### config.mk
export PLATFORM = sky130hd
export DESIGN_NAME = uart_tx_arbiter
export DESIGN_NICKNAME = d
export VERILOG_FILES = /design/src/rtl/uart_arb_pkg.sv /design/src/rtl/uart_rr_pick.sv /design/src/rtl/uart_tx_arbiter.sv
export SDC_FILE = /design/constraint.sdc
export NUM_CORES = 1
export LEC_CHECK = 0
export BUFFER_PORTS_ARGS = -buffer_cell sky130_fd_sc_hd__buf_2
export CORE_MARGIN = 4
export CORE_UTILIZATION = 35
export DETAILED_ROUTE_END_ITERATION = 12
export HOLD_SLACK_MARGIN = 0.06
export SYNTH_ARGS = -nofsm -noshare
export SYNTH_HDL_FRONTEND = slang
export SYNTH_SLANG_ARGS = --single-unit
### constraint.sdc
create_clock -name sys_clk -period 2.74 [get_ports sys_clk]
set_input_delay 0.137 -clock sys_clk [delete_from_list [all_inputs] [get_ports sys_clk]]
set_output_delay 0.137 -clock sys_clk [all_outputs]
set_load 0.1 [all_outputs]
### src/rtl/uart_arb_pkg.sv
// Shared types and constants for the UART transmit arbiter.
// Holds the FSM state encoding, the tag base byte and the frame-length formula.
package uart_arb_pkg;

    typedef enum logic [2:0] {
        IDLE,
        ISSUE,
        WAIT,
        ISSUE_TAG,
        WAIT_TAG
    } arb_state_t;

    localparam logic [7:0] TAG_BASE = 8'hA0;

    // Ten bit periods of (baud count + 1) cycles each, plus an idle guard gap.
    function automatic int frame_cycles(input int clk_freq, input int bps, input int guard);
        return (clk_freq / bps + 1) * 10 + guard;
    endfunction

endpackage

### src/rtl/uart_rr_pick.sv
// Combinational round-robin picker: first set request scanning upward from ptr+1,
// wrapping modulo REQ_NUM.
module uart_rr_pick #(
    parameter int REQ_NUM = 4,
    localparam int IDW = $clog2(REQ_NUM)
) (
    input  logic [REQ_NUM-1:0] req,
    input  logic [IDW-1:0]     ptr,
    output logic [REQ_NUM-1:0] grant,
    output logic [IDW-1:0]     idx,
    output logic               any_req
);

    logic [IDW-1:0] cand;

    always_comb begin
        grant   = '0;
        idx     = '0;
        any_req = 1'b0;
        cand    = '0;
        for (int k = 1; k <= REQ_NUM; k++) begin
            cand = IDW'((int'(ptr) + k) % REQ_NUM);
            if (!any_req && req[cand]) begin
                any_req     = 1'b1;
                idx         = cand;
                grant[cand] = 1'b1;
            end
        end
    end

endmodule

### src/rtl/uart_tx_arbiter.sv
// Round-robin arbiter sharing one 8N1 UART transmitter, paced by a frame-length timer.
// Define UART_ARB_TAG_EN to precede every granted byte with an 8'hA0|grant_id tag frame.
module uart_tx_arbiter
    import uart_arb_pkg::*;
#(
    parameter int REQ_NUM      = 4,
    parameter int UART_BPS     = 9600,
    parameter int CLK_FREQ     = 50_000_000,
    parameter int GUARD_CYCLES = 16,
    localparam int IDW = $clog2(REQ_NUM)
) (
    input  logic                 sys_clk,
    input  logic                 sys_rst,
    input  logic [REQ_NUM-1:0]   req_valid,
    input  logic [8*REQ_NUM-1:0] req_data,
    output logic [REQ_NUM-1:0]   req_ack,
    output logic [7:0]           tx_data,
    output logic                 tx_flag,
    output logic                 busy,
    output logic [IDW-1:0]       grant_id
);

    localparam int FRAME_CYCLES = frame_cycles(CLK_FREQ, UART_BPS, GUARD_CYCLES);
    localparam int TW           = $clog2(FRAME_CYCLES + 1);

    logic [7:0] req_bytes [REQ_NUM];

    for (genvar gi = 0; gi < REQ_NUM; gi++) begin : g_unpack
        assign req_bytes[gi] = req_data[8*gi +: 8];
    end

    logic [REQ_NUM-1:0] pick_onehot;
    logic [IDW-1:0]     pick_idx;
    logic               pick_any;

    arb_state_t         state_q, state_d;
    logic [IDW-1:0]     ptr_q, ptr_d;
    logic [TW-1:0]      timer_q, timer_d;
    logic [7:0]         tx_data_q, tx_data_d;
    logic [IDW-1:0]     grant_q, grant_d;
    logic [REQ_NUM-1:0] ack_q, ack_d;
    logic               flag_q, flag_d;
    logic               busy_q, busy_d;
`ifdef UART_ARB_TAG_EN
    logic [7:0]         hold_q, hold_d;
`endif

    uart_rr_pick #(
        .REQ_NUM (REQ_NUM)
    ) u_pick (
        .req     (req_valid),
        .ptr     (ptr_q),
        .grant   (pick_onehot),
        .idx     (pick_idx),
        .any_req (pick_any)
    );

    always_comb begin
        state_d   = state_q;
        ptr_d     = ptr_q;
        timer_d   = timer_q;
        tx_data_d = tx_data_q;
        grant_d   = grant_q;
        ack_d     = '0;
        flag_d    = 1'b0;
        busy_d    = busy_q;
`ifdef UART_ARB_TAG_EN
        hold_d    = hold_q;
`endif
        case (state_q)
            IDLE: begin
                if (pick_any) begin
                    ptr_d   = pick_idx;
                    grant_d = pick_idx;
                    ack_d   = pick_onehot;
                    busy_d  = 1'b1;
`ifdef UART_ARB_TAG_EN
                    hold_d    = req_bytes[pick_idx];
                    tx_data_d = TAG_BASE | 8'(pick_idx);
                    state_d   = ISSUE_TAG;
`else
                    tx_data_d = req_bytes[pick_idx];
                    state_d   = ISSUE;
`endif
                end
            end
`ifdef UART_ARB_TAG_EN
            ISSUE_TAG: begin
                flag_d  = 1'b1;
                timer_d = TW'(FRAME_CYCLES - 1);
                state_d = WAIT_TAG;
            end
            WAIT_TAG: begin
                // The payload byte is presented only after the tag frame has fully elapsed.
                if (timer_q == '0) begin
                    tx_data_d = hold_q;
                    state_d   = ISSUE;
                end else begin
                    timer_d = timer_q - TW'(1);
                end
            end
`endif
            ISSUE: begin
                flag_d  = 1'b1;
                timer_d = TW'(FRAME_CYCLES - 1);
                state_d = WAIT;
            end
            WAIT: begin
                if (timer_q == '0) begin
                    busy_d  = 1'b0;
                    state_d = IDLE;
                end else begin
                    timer_d = timer_q - TW'(1);
                end
            end
            default: state_d = IDLE;
        endcase
    end

    always_ff @(posedge sys_clk or posedge sys_rst) begin
        if (sys_rst) begin
            state_q   <= IDLE;
            ptr_q     <= IDW'(REQ_NUM - 1);
            timer_q   <= '0;
            tx_data_q <= 8'h00;
            grant_q   <= '0;
            ack_q     <= '0;
            flag_q    <= 1'b0;
            busy_q    <= 1'b0;
`ifdef UART_ARB_TAG_EN
            hold_q    <= 8'h00;
`endif
        end else begin
            state_q   <= state_d;
            ptr_q     <= ptr_d;
            timer_q   <= timer_d;
            tx_data_q <= tx_data_d;
            grant_q   <= grant_d;
            ack_q     <= ack_d;
            flag_q    <= flag_d;
            busy_q    <= busy_d;
`ifdef UART_ARB_TAG_EN
            hold_q    <= hold_d;
`endif
        end
    end

    assign req_ack  = ack_q;
    assign tx_data  = tx_data_q;
    assign tx_flag  = flag_q;
    assign busy     = busy_q;
    assign grant_id = grant_q;

endmodule

Yosys cells after proc, flatten, opt, wreduce, memory -nomap -nowiden
Cells that the tools add are included.

storage, ports and cells
  bits in registers = 37
  input bits = 38
  output and inout port bits = 16
  word-level logic and storage cells = 91

operators by class
  add/subtract/negate cells = 5
  order comparisons = 9
  equal/unequal tests = 5
  mux-type cells = 42
  bitwise gates (word level) = 4
  reduce and logical (&&, ||, !) cells = 18

operator list
  kind                     count
  $pmux W16 S2             1
  $mux W4                  6
  $bmux W8 S2              1
  $logic_not A16 Y1        1
  $mux W16                 1
  $mux W8                  2
  $sub A16 B1 Y16 const B  1
  $mux W1                  15
  $lt A2 B3 Y1 const B     4
  $or A4 B4 Y4             3
  $pmux W3 S3              1
  $bmux W1 S2              4
  $demux W1 S2             4
  $ge A2 B1 Y1 const B     4
  $mux W2                  4
  $logic_and A1 B1 Y1      7
  $mux W3                  2
  $ne A2 B2 Y1 const B     3
  $reduce_and A2 Y1        3
  $add A2 B1 Y2 const B    2
  $add A2 B2 Y2 const B    2
  $reduce_bool A2 Y1       2
  $eq A3 B1 Y1 const B     1
  $eq A3 B2 Y1 const B     1
  6 further kinds          8

Depth between registers and ports, before layout
  depth after elaboration = 17
  mapped depth = 12

Cells and area by module
From an unflattened synthesis, not the netlist that was laid out.

second synthesis, totals
  cells, all modules = 247
  area, all modules = 2448.6 um^2

by module, submodules not included
  module           instances  cells each  area an instance (um^2)  seq. area each (um^2)
  uart_tx_arbiter  1          161         1819.2                   903.4
  uart_rr_pick     1          86          629.4                    0.0

Least setup slack after synthesis
No wires, ideal clock.

  kind = reg-to-reg
  from = register ptr_q[0]
  to = register tx_data_q[0], in the netlist tx_data[0]
  data arrival time = 2760 ps
  data required time = 2605 ps
  setup slack = -154 ps
  stages on the path, launching flop included = 12
  buffers on the path = 3
  clock period less this slack = 2894 ps
  path through = dfstp_2 > buf_6 > inv_1 > ha_1 > mux4_2 > nor2b_2 > buf_4 > o21a_1 > or3_1 > clkbuf_1 > a221oi_1 > o31ai_1

between the ends
  cells in the longest elaborated chain, start to end = 17

RTL lines
  what                                        RTL line                RTL
  from (decl)                                 uart_tx_arbiter.sv:37   logic [IDW-1:0] ptr_q, ptr_d;
  from (signal assigned)                      uart_tx_arbiter.sv:123  ptr_q <= IDW'(REQ_NUM - 1);
  from (signal assigned)                      uart_tx_arbiter.sv:135  ptr_q <= ptr_d;
  $add A2 B1 Y2                               uart_rr_pick.sv:22      cand = IDW'((int'(ptr) + k) % REQ_NUM);
  $bmux W1 S2                                 uart_rr_pick.sv:23      if (!any_req && req[cand]) begin
  $mux W1 (not written as such)               uart_rr_pick.sv:23
  $mux W1                                     uart_rr_pick.sv:23
  $logic_not A1 Y1                            uart_rr_pick.sv:23
  $logic_and A1 B1 Y1                         uart_rr_pick.sv:23
  $mux W1                                     uart_rr_pick.sv:23
  $logic_not A1 Y1                            uart_rr_pick.sv:23
  $logic_and A1 B1 Y1                         uart_rr_pick.sv:23
  $mux W1                                     uart_rr_pick.sv:23
  $logic_not A1 Y1                            uart_rr_pick.sv:23
  $logic_and A1 B1 Y1                         uart_rr_pick.sv:23
  $mux W2                                     uart_rr_pick.sv:23
  $not A2 Y3 (not written as such)            uart_tx_arbiter.sv:82   tx_data_d = req_bytes[pick_idx];
  $bmux W8 S2                                 uart_tx_arbiter.sv:82
  $mux W8 (not written as such) (2 in a row)  uart_tx_arbiter.sv:82
  to (signal assigned)                        uart_tx_arbiter.sv:137  tx_data_q <= tx_data_d;
  to (decl)                                   uart_tx_arbiter.sv:39   logic [7:0] tx_data_q, tx_data_d;

Several ways; a longest one is shown, not always the timed one. The select of a mux whose other input is x is not followed.
A chain may end at the register's enable or synchronous reset.

Worst setup path after layout
  from = register ptr_q[1]
  to = register tx_data_q[0], in the netlist tx_data[0]

The elaborated chain is that of the path after synthesis.

==> results.py <==
metrics = {
    "run_status": {
        "outcome": "finished clean",
    },
    "die": {
        "rows": 29,
        "die_x_um": 90.6,
        "initial_core_util_pct": 36.7,
        "core_um2": 6490,
        "die_y_um": 90.6,
        "num_io_pins": 54,
        "fp.dieArea_um2": 8200,
    },
    "finish": {
        "final_nets": 352,
        "final_layout_size_suffix_gt1_share_pct": 36.7,
        "n_antenna_cell": 0,
        "area_delta_synth_final_pct": 25.4,
        "final_area_um2": 2990,
    },
    "sta": {
        "final_max_slew_viol_count": 0,
        "max_freq_mhz": 385,
        "fin_crit_sh_pct": 94.9,
        "clock_skew_ns": 0.0184,
        "hold_violations": 0,
        "fin_crit_ns": 2.60,
        "whs_ns": 0.195,
        "worst_pin_slew_ns": 0.872,
        "grt_setup_unrepaired": "false",
        "slew_headroom_pct": 41.9,
        "tns_ns": 0,
        "setup_viol": 0,
        "setup_ws_ns": 0.141,
    },
    "cts": {
        "insertion_delay_ns": 0.29,
        "cts_sinks": 36,
        "cts_max_level": 2,
        "cts_buffers": 5,
        "ctsRootBufferMaster": "clkbuf_8",
        "cts_buffer_depth": 2,
        "cts_tree": "done",
        "clkTransAtPathRegs_ns": 0.08,
    },
    "synth": {
        "synth.area.top_cells": "dfrtp_1, ha_1, a221oi_1, a21boi_0, nand2_1",
        "seq_area_frac_synth_pct": 37.9,
        "ys.flop_type": "dfrtp_1",
        "synth.top_cell.area_share_pct": 35.7,
        "synth-seq-cells": 36,
        "synthDistinctLibCells": 52,
        "postSynthCellCount": 238,
        "synth_edf_count": 0,
        "synth_top_area_cell": "dfrtp_1",
        "syn-num-nets": 286,
        "syn_area_um2": 2390,
        "async_flop_share_pct": 100,
        "yosysWarnings": 0,
        "avgSynthCellArea_um2": 10.0,
    },
    "placed_design": {
        "hpwl_mm": 4.22,
        "post-place-ws_ns": -0.0121,
        "gp_congestion": 0.831,
        "port_buffers": 53,
        "place_area_um2": 2810,
    },
    "setup_path": {
        "reg2reg_to": "tx_data[0]",
        "cp.required_ns": 2.88,
        "path_class": "flop to flop",
        "r2r_start": "ptr_q[1]",
        "cp_max_fo": 9,
        "r2r_setup_slack_ns": 0.14,
        "arrival_ns": 2.74,
        "end_kind": "flop",
        "ff2ff_path_depth": 8,
        "start_kind": "flop",
    },
    "min_path": {
        "whs_endpoint": "tx_data[2]",
        "hold_class": "primary input to flop",
        "min-delay-start": "req_data[18]",
        "holdPathStages": 3,
    },
    "grt": {
        "grt_pass1_vias": 2066,
        "track_usage_pct": 13.9,
        "grt_first_pass_wirelength_mm": 9.65,
        "antenna_found_initial": 0,
        "gr-total-overflow": 0,
        "grt_start_max_net_pins": 37,
    },
    "run": {
        "cap_violations": 0,
    },
    "routing": {
        "drt_iter0_markers": 85,
        "postRouteAntennaNets": 0,
        "wl_mm": 5.74,
        "viasPerCell": 5.57,
        "drt_first_pass_iters": 4,
        "drc": 0,
        "vias": 2127,
        "wire_per_inst_um": 15.0,
    },
}
cell families (layout without fill, tap and decap cells):
kind of cell / count (synthesis) / in the layout / synth area share (%)
buf+inv: 26 / 93 / 5.77
mux: 7 / 7 / 5.03
fa+ha+maj: 10 / 10 / 5.24
simple gates: 74 / 74 / 16.6
compound gates: 78 / 78 / 27.0
xor+xnor: 7 / 7 / 2.57
flops: 36 / 36 / 37.9
cells in the mapped netlist (all sizes together) (4+ instances only):
library cell  instances
xnor2                 7
buf                  10
nand3                 5
a2111oi               8
or4                   4
o31ai                 9
nand2                25
or3                   5
a221oi               13
ha                   10
mux4                  4
nor3                  6
nor2                 16
clkbuf                6
inv                  10
a22oi                 4
a21boi               16
dfrtp                34
o21ai                11
metrics by stage:
stage / utilization [%] / cells
2_1_floorplan: - / 238
5_1_grt: 46.1 / 382
3_3_place_gp: 43.2 / 370
6_report: 46.1 / 382
4_1_cts: 44.8 / 379
3_5_place_dp: 43.2 / 370
layout make-up:
cell class | count | area (µm²)
fill | 605 | 3500
clock buffer | 7 | 76.3
sequential | 36 | 903
tap | 77 | 96.3
multi-input combinational | 176 | 1430
clock inverter | 1 | 8.76
timing repair buffer | 75 | 445
inverter | 10 | 37.5
how the worst max path moves through the flow:
stage          slack, ns         end      from
2_1_floorplan      -0.07  tx_data[0]  ptr_q[0]
3_3_place_gp        0.03  tx_data[0]  ptr_q[1]
3_5_place_dp       -0.01  tx_data[3]  ptr_q[1]
4_1_cts            0.005  tx_data[1]  ptr_q[1]
5_1_grt             0.01  tx_data[4]  ptr_q[1]
6_report            0.14  tx_data[0]  ptr_q[1]
registers in the layout, indices dropped and copies added (netlist names):
name and flops:
tx_data 8, req_ack 4, state_q 2, timer_q 16, tx_flag 1, grant_id 2, ptr_q 2, busy 1
per-layer routing:
layer / share of wire (%) / vias up / track usage, %
met5: 0 / - / 0
met2: 45 / 79 / 22.7
li1: - / 1026 / -
met3: 6.2 / 8 / 2.67
met1: 47 / 1014 / 19.0
met4: 1.0 / 0 / 3.19
critical path: stages (launching register included):
cell	delay, ns
dfstp_2	0.57
inv_1	0.08
ha_4	0.31
mux4_2	0.32
nor2b_2	0.21
o21a_1	0.12
or3_4	0.40
a221oi_1	0.32
o31ai_1	0.12
repair_timing:
| action | 4_1_cts | 5_1_grt |
|---|---|---|
| hold buffers | 1 | 0 |
| endpoints found under the setup margin | 2 | 9 |
| pin swaps | 0 | 1 |
| gates resized for setup | 2 | 16 |
| hold endpoints to repair | 34 | 0 |
| buffers inserted | 0 | 3 |
cells in the final DEF (no fill, tap or decap), types with 3 or more instances in the layout:
| cell type | count |
|---|---|
| nor3_1 | 6 |
| a2111oi_2 | 5 |
| a21boi_0 | 14 |
| nand3_1 | 5 |
| nand2_1 | 25 |
| dfrtp_1 | 34 |
| o21ai_0 | 10 |
| buf_4 | 20 |
| buf_2 | 53 |
| xnor2_1 | 7 |
| mux4_2 | 4 |
| clkbuf_8 | 5 |
| o31ai_1 | 9 |
| or4_4 | 3 |
| or3_1 | 3 |
| inv_1 | 10 |
| ha_1 | 9 |
| a221oi_1 | 11 |
| mux2i_1 | 3 |
| nor2_1 | 16 |
| a22oi_1 | 4 |
Power is not shown: default switching activity piles up to over one toggle a cycle in this logic, so the estimate is an artifact.
